## src/rtl/rv32_alu_decoder_if.sv

```systemverilog
// ALU opcode package plus the two bus bundles of the RV32I decode stage:
// the fetch/register-read side and the issue side towards rv32_alu.
package rv32_alu_pkg;
    typedef enum logic [3:0] {
        ALU_ADD  = 4'd0,
        ALU_SUB  = 4'd1,
        ALU_SLL  = 4'd2,
        ALU_SLT  = 4'd3,
        ALU_SLTU = 4'd4,
        ALU_XOR  = 4'd5,
        ALU_SRL  = 4'd6,
        ALU_SRA  = 4'd7,
        ALU_OR   = 4'd8,
        ALU_AND  = 4'd9,
        ALU_EQ   = 4'd10,
        ALU_NEQ  = 4'd11,
        ALU_SBT  = 4'd12,
        ALU_SBTU = 4'd13
    } rv32_alu_op_t;
endpackage

interface rv32_instr_if;
    logic        instr_valid;
    logic        instr_ready;
    logic [31:0] instr;
    logic [31:0] pc;
    logic [31:0] rs1_data;
    logic [31:0] rs2_data;

    modport master (output instr_valid, instr, pc, rs1_data, rs2_data, input instr_ready);
    modport slave  (input instr_valid, instr, pc, rs1_data, rs2_data, output instr_ready);
endinterface

interface rv32_alu_if;
    import rv32_alu_pkg::*;

    logic         alu_valid;
    logic         alu_ready;
    rv32_alu_op_t alu_opcode;
    logic [31:0]  alu_rs1;
    logic [31:0]  alu_rs2;
    logic [4:0]   rd;
    logic [31:0]  br_offset;
    logic         is_branch;
    logic         illegal;

    modport master (output alu_valid, alu_opcode, alu_rs1, alu_rs2, rd, br_offset, is_branch, illegal,
                    input alu_ready);
    modport slave  (input alu_valid, alu_opcode, alu_rs1, alu_rs2, rd, br_offset, is_branch, illegal,
                    output alu_ready);
endinterface

```

## src/rtl/rv32_alu_decoder.sv

```systemverilog
// RV32I decode into rv32_alu issue packets; 1-cycle latency through a 2-entry OUT/SKID buffer.
// Backpressure: instr_ready is a flop and drops only while both entries hold packets.
module rv32_alu_decoder
    import rv32_alu_pkg::*;
#(
    parameter int XLEN = 32
) (
    input  logic        clk,
    input  logic        rst,
    input  logic        flush,
    rv32_instr_if.slave instr_bus,
    rv32_alu_if.master  alu_bus
);

    typedef struct packed {
        rv32_alu_op_t    op;
        logic [XLEN-1:0] a;
        logic [XLEN-1:0] b;
        logic [4:0]      rd;
        logic [XLEN-1:0] br_offset;
        logic            is_branch;
        logic            illegal;
    } pkt_t;

    typedef enum logic [1:0] {
        ST_EMPTY = 2'd0,
        ST_ONE   = 2'd1,
        ST_FULL  = 2'd2
    } state_t;

    localparam logic [6:0] OPC_OP     = 7'b0110011;
    localparam logic [6:0] OPC_OP_IMM = 7'b0010011;
    localparam logic [6:0] OPC_LUI    = 7'b0110111;
    localparam logic [6:0] OPC_AUIPC  = 7'b0010111;
    localparam logic [6:0] OPC_BRANCH = 7'b1100011;

    function automatic rv32_alu_op_t arith_op(input logic [2:0] f3);
        case (f3)
            3'b000:  return ALU_ADD;
            3'b001:  return ALU_SLL;
            3'b010:  return ALU_SLT;
            3'b011:  return ALU_SLTU;
            3'b100:  return ALU_XOR;
            3'b101:  return ALU_SRL;
            3'b110:  return ALU_OR;
            default: return ALU_AND;
        endcase
    endfunction

    logic [6:0]      opc;
    logic [2:0]      f3;
    logic [6:0]      f7;
    logic [XLEN-1:0] imm_i;
    logic [XLEN-1:0] imm_u;
    logic [XLEN-1:0] imm_b;
    logic [XLEN-1:0] shamt;
    logic            ill;
    pkt_t            dec;

    assign opc   = instr_bus.instr[6:0];
    assign f3    = instr_bus.instr[14:12];
    assign f7    = instr_bus.instr[31:25];
    assign imm_i = {{(XLEN-12){instr_bus.instr[31]}}, instr_bus.instr[31:20]};
    assign imm_u = {instr_bus.instr[31:12], 12'b0};
    assign imm_b = {{(XLEN-12){instr_bus.instr[31]}}, instr_bus.instr[7],
                    instr_bus.instr[30:25], instr_bus.instr[11:8], 1'b0};
    assign shamt = {{(XLEN-5){1'b0}}, instr_bus.instr[24:20]};

    always_comb begin
        dec    = '0;
        ill    = 1'b0;
        dec.a  = instr_bus.rs1_data;
        dec.rd = instr_bus.instr[11:7];
        case (opc)
            OPC_OP: begin
                dec.b = instr_bus.rs2_data;
                if (f7 == 7'h00)                      dec.op = arith_op(f3);
                else if (f7 == 7'h20 && f3 == 3'b000) dec.op = ALU_SUB;
                else if (f7 == 7'h20 && f3 == 3'b101) dec.op = ALU_SRA;
                else                                  ill = 1'b1;
            end
            OPC_OP_IMM: begin
                dec.op = arith_op(f3);
                dec.b  = imm_i;
                // Shift-immediates reuse instr[31:25] as a function field, not immediate bits.
                if (f3 == 3'b001 || f3 == 3'b101) begin
                    dec.b = shamt;
                    if (f3 == 3'b101 && f7 == 7'h20) dec.op = ALU_SRA;
                    else if (f7 != 7'h00)            ill = 1'b1;
                end
            end
            OPC_LUI: begin
                dec.a = '0;
                dec.b = imm_u;
            end
            OPC_AUIPC: begin
                dec.a = instr_bus.pc;
                dec.b = imm_u;
            end
            OPC_BRANCH: begin
                dec.b         = instr_bus.rs2_data;
                dec.rd        = 5'd0;
                dec.is_branch = 1'b1;
                dec.br_offset = imm_b;
                case (f3)
                    3'b000:  dec.op = ALU_EQ;
                    3'b001:  dec.op = ALU_NEQ;
                    3'b100:  dec.op = ALU_SLT;
                    3'b101:  dec.op = ALU_SBT;
                    3'b110:  dec.op = ALU_SLTU;
                    3'b111:  dec.op = ALU_SBTU;
                    default: ill = 1'b1;
                endcase
            end
            default: ill = 1'b1;
        endcase
        if (ill) begin
            dec         = '0;
            dec.illegal = 1'b1;
        end
    end

    state_t state;
    state_t state_nx;
    logic   rdy_q;
    pkt_t   out_q;
    pkt_t   skid_q;
    logic   xfer;
    logic   cons;
    logic   load_out;
    logic   load_skid;
    logic   out_from_skid;

    assign xfer = instr_bus.instr_valid & rdy_q;
    assign cons = (state != ST_EMPTY) & alu_bus.alu_ready;

    always_comb begin
        state_nx      = state;
        load_out      = 1'b0;
        load_skid     = 1'b0;
        out_from_skid = 1'b0;
        if (flush) begin
            state_nx = ST_EMPTY;
        end else begin
            case (state)
                ST_EMPTY: begin
                    if (xfer) begin
                        state_nx = ST_ONE;
                        load_out = 1'b1;
                    end
                end
                ST_ONE: begin
                    if (xfer && cons) begin
                        load_out = 1'b1;
                    end else if (xfer) begin
                        state_nx  = ST_FULL;
                        load_skid = 1'b1;
                    end else if (cons) begin
                        state_nx = ST_EMPTY;
                    end
                end
                ST_FULL: begin
                    if (cons) begin
                        state_nx      = ST_ONE;
                        load_out      = 1'b1;
                        out_from_skid = 1'b1;
                    end
                end
                default: state_nx = ST_EMPTY;
            endcase
        end
    end

    always_ff @(posedge clk) begin
        if (rst) begin
            state  <= ST_EMPTY;
            rdy_q  <= 1'b1;
            out_q  <= '0;
            skid_q <= '0;
        end else begin
            state <= state_nx;
            rdy_q <= (state_nx != ST_FULL);
            if (load_out)  out_q  <= out_from_skid ? skid_q : dec;
            if (load_skid) skid_q <= dec;
        end
    end

    assign instr_bus.instr_ready = rdy_q;
    assign alu_bus.alu_valid     = (state != ST_EMPTY);
    assign alu_bus.alu_opcode    = out_q.op;
    assign alu_bus.alu_rs1       = out_q.a;
    assign alu_bus.alu_rs2       = out_q.b;
    assign alu_bus.rd            = out_q.rd;
    assign alu_bus.br_offset     = out_q.br_offset;
    assign alu_bus.is_branch     = out_q.is_branch;
    assign alu_bus.illegal       = out_q.illegal;

endmodule

```

## src/flat_wrapper.sv

```systemverilog
// flat-port wrapper written by rule: the top's interface ports become plain ports
module rv32_alu_decoder_flat import rv32_alu_pkg::*;
#(
    parameter int XLEN = 32
)
  (clk, rst, flush, instr_bus_instr_valid, instr_bus_instr, instr_bus_pc, instr_bus_rs1_data, instr_bus_rs2_data, instr_bus_instr_ready, alu_bus_alu_valid, alu_bus_alu_opcode, alu_bus_alu_rs1, alu_bus_alu_rs2, alu_bus_rd, alu_bus_br_offset, alu_bus_is_branch, alu_bus_illegal, alu_bus_alu_ready);
  rv32_instr_if instr_bus_i ();
  rv32_alu_if alu_bus_i ();
  input  logic clk;
  input  logic rst;
  input  logic flush;
  input wire logic [$bits(instr_bus_i.instr_valid)-1:0] instr_bus_instr_valid;
  input wire logic [$bits(instr_bus_i.instr)-1:0] instr_bus_instr;
  input wire logic [$bits(instr_bus_i.pc)-1:0] instr_bus_pc;
  input wire logic [$bits(instr_bus_i.rs1_data)-1:0] instr_bus_rs1_data;
  input wire logic [$bits(instr_bus_i.rs2_data)-1:0] instr_bus_rs2_data;
  output wire logic [$bits(instr_bus_i.instr_ready)-1:0] instr_bus_instr_ready;
  output wire logic [$bits(alu_bus_i.alu_valid)-1:0] alu_bus_alu_valid;
  output wire logic [$bits(alu_bus_i.alu_opcode)-1:0] alu_bus_alu_opcode;
  output wire logic [$bits(alu_bus_i.alu_rs1)-1:0] alu_bus_alu_rs1;
  output wire logic [$bits(alu_bus_i.alu_rs2)-1:0] alu_bus_alu_rs2;
  output wire logic [$bits(alu_bus_i.rd)-1:0] alu_bus_rd;
  output wire logic [$bits(alu_bus_i.br_offset)-1:0] alu_bus_br_offset;
  output wire logic [$bits(alu_bus_i.is_branch)-1:0] alu_bus_is_branch;
  output wire logic [$bits(alu_bus_i.illegal)-1:0] alu_bus_illegal;
  input wire logic [$bits(alu_bus_i.alu_ready)-1:0] alu_bus_alu_ready;
  assign instr_bus_i.instr_valid = instr_bus_instr_valid;
  assign instr_bus_i.instr = instr_bus_instr;
  assign instr_bus_i.pc = instr_bus_pc;
  assign instr_bus_i.rs1_data = instr_bus_rs1_data;
  assign instr_bus_i.rs2_data = instr_bus_rs2_data;
  assign instr_bus_instr_ready = instr_bus_i.instr_ready;
  assign alu_bus_alu_valid = alu_bus_i.alu_valid;
  assign alu_bus_alu_opcode = alu_bus_i.alu_opcode;
  assign alu_bus_alu_rs1 = alu_bus_i.alu_rs1;
  assign alu_bus_alu_rs2 = alu_bus_i.alu_rs2;
  assign alu_bus_rd = alu_bus_i.rd;
  assign alu_bus_br_offset = alu_bus_i.br_offset;
  assign alu_bus_is_branch = alu_bus_i.is_branch;
  assign alu_bus_illegal = alu_bus_i.illegal;
  assign alu_bus_i.alu_ready = alu_bus_alu_ready;
  rv32_alu_decoder #(.XLEN(XLEN)) u_core (.clk(clk), .rst(rst), .flush(flush), .instr_bus(instr_bus_i), .alu_bus(alu_bus_i));
endmodule
```

## config.mk

```make
export PLATFORM = sky130hd
export DESIGN_NAME = rv32_alu_decoder_flat
export DESIGN_NICKNAME = d
export VERILOG_FILES = /design/src/rtl/rv32_alu_decoder_if.sv /design/src/rtl/rv32_alu_decoder.sv /design/src/flat_wrapper.sv
export SDC_FILE = /design/constraint.sdc
export NUM_CORES = 1
export LEC_CHECK = 0
export CORE_MARGIN = 5
export CORE_UTILIZATION = 28
export DETAILED_ROUTE_END_ITERATION = 6
export PLACE_DENSITY = 0.59
export SYNTH_ARGS = -nofsm -noshare
export SYNTH_HDL_FRONTEND = slang
export SYNTH_SLANG_ARGS = --single-unit
```

## constraint.sdc

```tcl
create_clock -name clk -period 2.5 [get_ports clk]
set_input_delay 0.5 -clock clk [delete_from_list [all_inputs] [get_ports clk]]
set_output_delay 0.5 -clock clk [all_outputs]
set_load 0.01 [all_outputs]
```

After elaboration in Yosys (flattened, before gate mapping)
Index checks and enable logic that the tools add are counted.

word-level totals
  register bits after elaboration = 217
  bits of input ports = 133
  output and inout bits = 109
  logic and storage cells = 85

cells by class
  eq/ne operators = 16
  muxes and demuxes = 39
  bitwise gates (word level) = 2
  reductions and logical operators = 12

operators by type and width
  cell                                                             count
  107-bit two-way mux                                              2
  32-bit one-hot mux with 3 select lines                           1
  32-bit one-hot mux with 2 select lines                           1
  38-bit two-way mux                                               1
  32-bit two-way mux                                               1
  4-bit one-hot mux with 7 select lines                            1
  4-bit one-hot mux with 6 select lines                            1
  7-bit by 6-bit == test with 1-bit output, second input constant  3
  1-bit two-way mux                                                16
  7-bit by 5-bit == test with 1-bit output, second input constant  2
  3-bit == test, second input constant                             4
  2-bit two-way mux                                                6
  4-bit two-way mux                                                3
  4-bit one-hot mux with 3 select lines                            1
  7-bit == test, second input constant                             1
  7-bit logical NOT                                                1
  7-bit nonzero test                                               1
  3-bit by 2-bit == test with 1-bit output, second input constant  2
  3-bit two-way mux                                                2
  2-bit one-hot mux with 3 select lines                            1
  6-bit OR reduction                                               1
  1-bit one-hot mux with 4 select lines                            1
  2-bit OR reduction                                               2
  3-bit by 1-bit == test with 1-bit output, second input constant  1
  10 further kinds                                                 13

Longest topological paths before layout
Gate-level depths: netlist of the first run.

  depth in word-level cells = 8
  gate-level depth with buffers = 8
  mapped depth without buffers = 5

Worst setup path before layout of the first run
Ideal clock, no wire load.

  kind = input -> register
  from = input port instr_bus_instr[5]
  to = register u_core.skid_q[51] (netlist name)
  library setup time = 0.124 ns
  arrival time = 1.892 ns
  data required time = 2.376 ns
  slack = 0.484 ns
  stages on the path = 7
  buffers on the path = 2
  path through = buf_2 > or3b_4 > nor2_1 > a32oi_4 > nand4_4 > buf_6 > o21ai_2

on the way
  word-level cells in the longest chain between the ends = 4
  elaborated cells on any way between the ends = 10
  those cells by class = eq/ne: 5; mux: 3; reduce/logical: 2

RTL lines
  what                                                                                             line                     source
  start, declared                                                                                  flat_wrapper.sv:13       input wire logic [$bits(instr_bus_i.instr)-1:0] instr_bus_instr;
  7-bit by 6-bit == test with 1-bit output (tied with other cells)                                 rv32_alu_decoder.sv:74   case (opc)
  2-bit OR reduction (no line)                                                                     -
  1-bit one-hot mux with 4 select lines or 32-bit one-hot mux with 3 select lines (tied branches)  rv32_alu_decoder.sv:74
  107-bit two-way mux (*)                                                                          rv32_alu_decoder.sv:117  if (ill) begin
  end signal, assigned                                                                             rv32_alu_decoder.sv:179  skid_q <= '0;
  end signal, assigned                                                                             rv32_alu_decoder.sv:184  if (load_skid) skid_q <= dec;
  end, declared                                                                                    rv32_alu_decoder.sv:127  pkt_t skid_q;

Mark *: on every way between the ends. The rest lies on a longest branch, timed or not.
A chain may end at the register's enable or synchronous reset.

==> results.md, run 1 <==
* WL met2 at between 10 and 15 mm
* TritonCTS clock tree: done
* Core area at between 0.02 and 0.03 mm^2
* Final Cell Area at roughly 0.012 mm^2
* Clk buf depth at 2
* Worst-Margin Slew at 0.6580 ns
* CP peak stage delay at between 0.7 and 0.8 ns
* Post-Syn Nets at ~1,100
* Drt wl/cell at ~18 um
* Vias in the first global route at a little under 8,000
* Sequential area share after synthesis at roughly 43%
* Placed cell area at around 0.011 mm^2
* Top cell type's share of synthesized area at roughly 43%
* Synth Area per Inst at 8.651 um^2
* CTS buffer count at 17
* Root buffer selected by CTS: clkbuf_16
* Die area at between 0.03 and 0.04 mm^2
* Port bufs at between 200 and 250
* Final Wtd Congestion at slightly above 0.8
* Slowest CP cell: dfxtp_1
* Post-CTS Hold Buffers at 0
* Area growth, synth to finish at 48.00%
* Tmin final at between 2 and 2.5 ns
* Cells along the critical path: clkdlybuf4s50_1
* Detailed Route WL at between 20 and 30 mm
* Overall Power at 6.091 mW
* Outcome: completed
* Post-CTS sizing at 0
* Cell family with the largest share of critical-path delay: flip-flops
* Final setup violation count at 0
* Nets@finish at 1,326
* Synthesized instance count at about 940
* Post-synthesis mux area share at less than 1%
* Vert. Die Dim at approximately 180 um
* Die span in x at between 150 and 200 um
* Count of cell types in the netlist at 65
* Most frequent cell after synthesis: dfxtp_1
* PD cells at 504.0 mW/mm^2
* Post-CTS Setup Bufs at 0
* Min-Delay Path Class: input pin to flip-flop
* Initial Util at about 28%
* Clk sinks at approximately 180
* Drt via density at a little over 5
* Relative slew slack at between 50% and 60%
* Simple-Gate Fraction of Synth Area at between 20% and 30%
* Final HPWL DP at approximately 21 mm
* Crit. End Element: output pin
* Share of cells above drive strength 1 at between 10% and 20%
* Final hold vios at 0
* Number of max-cap violations at 0
* Initial antenna violation count at 2
* Max layer used: met4
* Pin count of the biggest net entering global routing at 58
* Routed Antenna Nets at 0
* Largest family of logic cells by synthesized area: compound AO/OA/AOI/OAI gates
* Synth Flop Type: dfxtp_1
* Reg clk slew, reported paths at roughly 0.07 ns
* Synth area leader: dfxtp_1
* Layout Utilization at between 40% and 50%
* Leakage at around 4.4 nW
* Synth top area cells: dfxtp_1 43%, a21oi_1 6.7%, o21ai_2 6.3%
* VDD IR max at ~0.00032 V
* Post-Synth Adder-Cell Area at 0%
* Compound-Gate Fraction of Synth Area at 27.64%
* Routed wl met3 at approximately 1.4 mm
* WP buf/inv at 1
* Layout Skew at 0.01184 ns
* Warnings from Yosys at 0
* DRT iter0 DRCs at roughly 540
* Site Rows at 62
* Clk_lat worst skew at between 0.4 and 0.5 ns
* First-pass DRT Iterations at 5
* I/O pin count at between 200 and 250
* H-tree levels at 4
* Post-synthesis sequential element count at about 180
* Wl on met1 at 12.77 mm
* First-pass GRT wire length at between 40 and 50 mm
* Fin crit share at a little over nine tenths
* Xor and xnor area share after synthesis at less than 1%
* Worst path required time at 2.00 ns
* Number of enable flip-flop cells after synthesis at 0
* Total gr overflow at 0
* Max Slew Vio Count at 0
* WP data arrival at 1.84 ns
* Setup crit start kind: flip-flop
* CP max FO at 21
* Mapped Area at around 0.008 mm^2
* Most frequent cells after synthesis: 177 x dfxtp_1, 110 x a21oi_1, 110 x nand2_1, 72 x and3_1, 72 x o22ai_1
* Via count at a little over 8,000
* Critical path class: flip-flop to output pin
* Remaining DRCs at 0
* Fmax at 427.2 MHz
* GRT Util Overall at 16.72%
* Asr flop ratio synth at 0%
* RSZ-0062 raised after global routing: no
-- layout make-up --
class,instances,area [um^2]
Antenna cell,2,5.005
Clock buffer,17,425.4
Clock inverter,15,175.2
Fill cell,2812,16690
Inverter,3,11.26
Multi-Input combinational cell,652,4060
Sequential cell,177,3543
Tap cell,384,480.5
Timing Repair Buffer,342,3386
-- cell usage in the layout, fill, tap and decap left out, drive strengths merged, types with 3 or more instances in the layout --
cell and instances:
nand4 13, o21ai 75, nand2 110, mux2i 3
a31oi 14, o22ai 72, inv 10, clkdlybuf4s50 238
a21oi 110, dfxtp 177, clkbuf 17, o32ai 3
a221oi 20, and2 3, a32o 5, clkinv 8
nand3 20, a22oi 21, nor3b 32, nor3 6
nand2b 5, buf 104, nor2b 5, and3 72
nor2 25
-- where the power goes --
part	internal, mW	switching, mW	total [mW]
Combinational	0.315	0.272	0.588
Clock	1.36	1.32	2.68
Sequential	2.82	0.00527	2.83
-- kinds of logic (layout without fill, tap and decap cells) --
logic type / count (synthesis) / in the layout
xor+xnor: 4 / 4
mux: 3 / 3
simple gates: 307 / 307
buf+inv: 115 / 377
other cells: 1 / 3
flops: 177 / 177
compound gates: 337 / 337
-- worst paths after layout --
path              cells past startpoint  slack (ns)                          from                    end
hold reg to reg                       2        0.46             u_core.skid_q[51]      u_core.skid_q[51]
setup / recovery                      1        0.16  u_core.alu_bus.br_offset[30]  alu_bus_br_offset[17]
setup reg to reg                      7        0.53               u_core.state[1]       u_core.skid_q[7]
hold / removal                        2        0.45                           rst       u_core.skid_q[8]
-- per-layer routing --
layer | vias to the layer above | GRT usage, %
met5 | - | 0
met4 | 0 | 5.233
met3 | 31 | 3.559
met2 | 234 | 27.64
met1 | 3820 | 21.89
li1 | 3977 | -
-- flip-flops by register name, indices dropped and copies added (netlist names), 2 cells and up --
register                   flops
u_core.alu_bus.alu_rs2        32
u_core.alu_bus.alu_rs1        32
u_core.skid_q                 87
u_core.alu_bus.br_offset      12
u_core.alu_bus.rd              5
u_core.alu_bus.alu_opcode      4
u_core.state                   2
-- per-stage QoR --
| stage | hold slack [ns] | worst slack, ns | std cells | TNS [ns] |
|---|---|---|---|---|
| after global placement | 0.4359 | -0.1114 | 1558 | -7.384 |
| final | 0.4509 | 0.1594 | 1592 | 0 |
| after floorplan | 0.4254 | 0.4837 | 944 | 0 |
| after global routing | 0.4573 | 0.05044 | 1592 | 0 |
| after CTS | 0.4364 | 0.1376 | 1590 | 0 |
| after detailed placement | 0.4418 | -0.1281 | 1558 | -8.182 |
No activity file was read; power rests on OpenSTA's default activity.
==> run 2: changes to the inputs <==
CORE_UTILIZATION = 48   (was 28)
PLACE_DENSITY = 0.88   (was 0.59)
SLEW_MARGIN = 20   (was not set)
==> results.md, run 2 (synthesized netlist as in run 1, its figures left out) <==
* Outcome: completed
* Post-CTS Setup Bufs at 0 (unchanged)
* Crit. End Element: output pin
* Sequential fraction of design power at 44.9% (-1.5 points)
* Critical path class: flip-flop to output pin
* Site Rows at 47 (-24%)
* TritonCTS clock tree: done
* Post-CTS sizing at 0 (unchanged)
* Clock power frac at 46.0% (+2.1 points)
* Setup crit start kind: flip-flop
* Die span in x at 140.4 um (-22%)
* Routed Antenna Nets at 0 (unchanged)
* Commonest non-fill, non-tap cell in the layout: clkdlybuf4s50_1
* Reg clk slew, reported paths at 0.06 ns (about the same)
* Final hold vios at 0 (unchanged)
* TNS Setup at 0 ns (unchanged)
* Post-CTS Hold Buffers at 0 (unchanged)
* Drt wl/cell at 19.72 um (+10%)
* Total gr overflow at 0 (unchanged)
* Fin crit share at 89.98% (-3.6 points)
* Vias in the first global route at 8,056 (+2.2%)
* Slowest CP cell: dfxtp_1
* Fill count at 1,204 (-57%)
* Clk_lat worst skew at 0.43 ns (about the same)
* DRT iter0 DRCs at 895 (+65%)
* CP peak stage delay at 0.67 ns (-0.07 ns)
* Max Slew Vio Count at 0 (unchanged)
* Core area at 0.01664 mm^2 (-42%)
* GRT Util Overall at 26.84% (+10 points)
* Cell family with the largest share of critical-path delay: flip-flops
* Final setup violation count at 0 (unchanged)
* Leakage at 4.250 nW (-3.0%)
* Worst path required time at 2.00 ns (about the same)
* Die area at 0.01972 mm^2 (-40%)
* WP buf/inv at 1 (unchanged)
* Layout Skew at 0.006103 ns (-0.005740 ns)
* Final HPWL DP at 18.78 mm (-9.1%)
* Vert. Die Dim at 140.4 um (-22%)
* First-pass GRT wire length at 43.23 mm (-2.7%)
* Final Wtd Congestion at 0.8690 (+7.3%)
* Clk sinks at 177 (unchanged)
* Max reg flops at 87 (unchanged)
* Initial Util at 49.07% (+21 points)
* Final WS setup at 0.2506 ns (+0.09123 ns)
* Hold Slack at 0.4511 ns (+0.0002030 ns)
* Largest register by flop count: u_core.skid_q
* Via count at 8,403 (+4.2%)
* Internal power at 4.848 mW (+7.8%)
* Worst-Margin Slew at 0.5513 ns (-0.1067 ns)
* PD cells at 540.0 mW/mm^2 (+7.1%)
* Min-Delay Path Class: flip-flop to flip-flop
* ANT cells at 0 (-2)
* Switching Fraction at 23.06% (-3.1 points)
* Pin count of the biggest net entering global routing at 70 (+21%)
* Clk buf depth at 2 (unchanged)
* Area growth, synth to finish at 42.90%
* Port bufs at 240 (unchanged)
* CP max FO at 21 (unchanged)
* Fmax at 444.6 MHz (+4.1%)
* Placement Setup Slack at -0.06413 ns (+0.06393 ns)
* Share of cells above drive strength 1 at 15.44% (-2.1 points)
* Tmin final at 2.249 ns (-0.09123 ns)
* Number of max-cap violations at 0 (unchanged)
* RSZ-0062 raised after global routing: no
* Initial antenna violation count at 0 (-2)
* FF+latch area at 0.003543 mm^2 (unchanged)
* I/O pin count at 242 (unchanged)
* Drt via density at 6.006 (+19%)
* CTS buffer count at 17 (unchanged)
* First-pass DRT Iterations at 7 (+2)
* Relative slew slack at 63.20% (+7.1 points)
* VDD IR max at 0.0005240 V (+64%)
* Comb pwr share at 9.1% (-0.6 points)
* Area of the multi-input gates at 0.004060 mm^2 (unchanged)
* Remaining DRCs at 0 (unchanged)
* H-tree levels at 4 (unchanged)
* WP data arrival at 1.75 ns (-0.09 ns)
* Cells along the critical path: clkdlybuf4s50_1
* Root buffer selected by CTS: clkbuf_16
* Nets@finish at 1,299 (-2.0%)
* Detailed Route WL at 27.59 mm (-3.0%)
* Commonest cells after routing, fill and taps aside: 239 x clkdlybuf4s50_1, 177 x dfxtp_1, 110 x a21oi_1
* Switching Power at 1.453 mW (-8.9%)
run 2: changes by cell type in the layout (fill, tap and decap cells not counted), sizes merged:
cell           change
clkdlybuf4s50      +1
diode              -2
clkinvlp           +2
inv                -5
clkinv             -3
buf               -28
clkbuf             +2
bufinv             +4
run 2: final timing paths:
check	start	end	slack, ns	cells past startpoint
worst max-delay path	u_core.alu_bus.br_offset[30]	alu_bus_br_offset[15]	0.25	1
worst min-delay path	u_core.skid_q[100]	u_core.skid_q[100]	0.45	2
worst max register to register	u_core.state[0]	u_core.skid_q[47]	0.49	6
worst min register to register	u_core.skid_q[100]	u_core.skid_q[100]	0.45	2
run 2: final cells by class:
class	instances	share of cell area, %
tap	220	2.359
sequential	177	30.36
clock buffer	19	3.795
multi-input combinational	652	34.79
clock inverter	13	1.705
timing repair buffer	315	26.89
inverter	3	0.09649
run 2: routing by layer:
metal	vias up	global-route usage, %	wire, um
li1	3920	-	-
met1	3974	35.03	10880
met2	438	43.22	13230
met5	-	0	0
met3	71	6.748	2614
met4	0	9.485	859
run 2: metrics by stage:
stage                     cell area (um^2)  utilization (%)  power [mW]  instances
after floorplan                       8167                -       3.104        944
after global placement               11030            66.27       3.447       1367
after detailed placement             11030            66.27       3.453       1367
after CTS                            11670            70.12       6.301       1399
after global routing                 11670            70.12       6.473       1399
final                                11670            70.12       6.301       1399
run 2: power groups by stage:
stage               Sequential (mW)  Combinational, mW  Clock (mW)
CTS                            2.83              0.565        2.91
detailed placement             2.89              0.560           0
finish                         2.83              0.574        2.90
global placement               2.89              0.553           0
floorplan                      2.89              0.210           0
global route                   2.83              0.604        3.04
run 2: worst register-to-register path, stage by stage (launching register included):
cell,delay [ns]
dfxtp_1,0.51
nor2b_1,0.33
nand2_1,0.16
nor2_1,0.26
nand4_4,0.25
buf_12,0.25
o21ai_2,0.18
==> run 3: changes to the inputs <==
CORE_ASPECT_RATIO = 0.5   (was not set)
==> results.md, run 3 (synthesized netlist as in run 1, its figures left out) <==
* WP buf/inv at 1 (unchanged)
* Final setup violation count at 0 (unchanged)
* Clk sinks at 177 (unchanged)
* CP max FO at 21 (unchanged)
* Leakage at 4.239 nW (-0.27%)
* Cells along the critical path: clkdlybuf4s50_1
* Drt via density at 6.004 (about the same)
* CTS buffer count at 17 (unchanged)
* Die area at 0.01988 mm^2 (+0.81%)
* Number of max-cap violations at 0 (unchanged)
* First-pass GRT wire length at 43.17 mm (-0.13%)
* Worst path required time at 2.00 ns (about the same)
* First-pass DRT Iterations at 5 (-2)
* Final HPWL DP at 18.96 mm (+0.95%)
* Vert. Die Dim at 102.2 um (-27%)
* Max reg flops at 87 (unchanged)
* Tmin final at 2.294 ns (+0.04462 ns)
* Relative slew slack at 60.61% (-2.6 points)
* Setup crit start kind: flip-flop
* Routed Antenna Nets at 0 (unchanged)
* Cell family with the largest share of critical-path delay: flip-flops
* Max Slew Vio Count at 0 (unchanged)
* ANT cells at 0 (unchanged)
* Detailed Route WL at 27.75 mm (+0.61%)
* Outcome: completed
* Post-CTS Hold Buffers at 0 (unchanged)
* Root buffer selected by CTS: clkbuf_16
* PD cells at 520.8 mW/mm^2 (-3.5%)
* Fin crit share at 91.76% (+1.8 points)
* Initial Util at 49.45% (+0.38 points)
* Layout Skew at 0.01239 ns (+0.006290 ns)
* Worst R2R Path Depth at 7 (+1)
* TritonCTS clock tree: done
* Core area at 0.01652 mm^2 (-0.76%)
* Share of cells above drive strength 1 at 15.74% (+0.30 points)
* Via count at 8,460 (+0.68%)
* Min-Delay Path Class: flip-flop to flip-flop
* Fill count at 1,218 (+1.2%)
* Site Rows at 33 (-30%)
* Post-CTS Setup Bufs at 0 (unchanged)
* Nets@finish at 1,302 (+0.23%)
* Worst-Margin Slew at 0.5901 ns (+0.03881 ns)
* Drt wl/cell at 19.70 um (-0.11%)
* WP data arrival at 1.79 ns (+0.04 ns)
* Vias in the first global route at 8,203 (+1.8%)
* TNS Setup at 0 ns (unchanged)
* RSZ-0062 raised after global routing: no
* Commonest non-fill, non-tap cell in the layout: clkdlybuf4s50_1
* Initial antenna violation count at 0 (unchanged)
* Area growth, synth to finish at 42.03%
* Final hold vios at 0 (unchanged)
* Commonest cells after routing, fill and taps aside: 239 x clkdlybuf4s50_1, 177 x dfxtp_1, 110 x a21oi_1
* Placement Setup Slack at -0.09746 ns (-0.03333 ns)
* Final WS setup at 0.2060 ns (-0.04462 ns)
* H-tree levels at 4 (unchanged)
* Slowest CP cell: dfxtp_1
* Remaining DRCs at 0 (unchanged)
* Critical path class: flip-flop to output pin
* GRT Util Overall at 26.55% (-0.29 points)
* DRT iter0 DRCs at 765 (-15%)
* Port bufs at 240 (unchanged)
* Reg clk slew, reported paths at 0.08 ns (+0.02 ns)
* Clk_lat worst skew at 0.43 ns (about the same)
* Crit. End Element: output pin
* Final Wtd Congestion at 0.8883 (+2.2%)
* Pin count of the biggest net entering global routing at 60 (-14%)
* VDD IR max at 0.0005107 V (-2.5%)
* Die span in x at 194.5 um (+38%)
* Worst Setup SP: u_core.alu_bus.br_offset[30]
* CP peak stage delay at 0.70 ns (+0.03 ns)
* R2r startpoint: u_core.state[1]
* R2R Setup Slk at 0.64 ns (+0.15 ns)
* Inst Count DP at 1,377 (+0.73%)
* I/O pin count at 242 (unchanged)
* Final non-filler cell total at 1,409 (+0.71%)
* WP depth at 1 (unchanged)
* Fmax at 435.9 MHz (-1.9%)
* Layout Utilization at 70.23% (+0.10 points)
* Post-CTS sizing at 0 (unchanged)
* Largest register by flop count: u_core.skid_q
* Critical Path Sink: alu_bus_br_offset[19]
* Total gr overflow at 0 (unchanged)
* Clk buf depth at 2 (unchanged)
* Reg-to-Reg End: u_core.skid_q[11]
-- run 3: how the worst min path moves through the flow --
stage                             from                  to  depth (start not counted)  slack, ns
floorplan           u_core.skid_q[101]  u_core.skid_q[101]                          2       0.43
global placement     u_core.skid_q[41]   u_core.skid_q[41]                          2       0.43
detailed placement   u_core.skid_q[56]   u_core.skid_q[56]                          2       0.44
CTS                  u_core.skid_q[43]   u_core.skid_q[43]                          2       0.46
global route         u_core.skid_q[92]   u_core.skid_q[92]                          2       0.48
finish               u_core.skid_q[56]   u_core.skid_q[56]                          2       0.46
-- run 3: final cells by class --
type / count / area [um^2] / area share (%)
Multi-Input combinational cell: 652 / 4060 / 35.01
Clock inverter: 14 / 137.6 / 1.187
Timing Repair Buffer: 318 / 3123 / 26.93
Tap cell: 227 / 284.0 / 2.449
Sequential cell: 177 / 3543 / 30.55
Inverter: 3 / 11.26 / 0.09709
Clock buffer: 18 / 439.2 / 3.786
-- run 3: where the power goes --
part | total [mW] | internal [mW] | switching [mW]
combinational | 0.583 | 0.308 | 0.274
clock | 2.63 | 1.36 | 1.27
sequential | 2.83 | 2.82 | 0.00555
total | 6.04 | 4.49 | 1.55
-- run 3: metal layers --
metal	part of all wire, %	global-route usage [%]
met4	2.4	8.423
met5	0	0
met3	8.2	5.204
met1	40	34.14
met2	49	45.94
-- run 3: metrics by stage --
step                      area [um^2]  power, mW  hold slack [ns]
after floorplan                  8167      3.104           0.4254
after global placement          11020      3.457           0.4339
after detailed placement        11020      3.465           0.4434
after CTS                       11600      6.052           0.4606
after global routing            11600      6.221           0.4775
final                           11600      6.041           0.4573
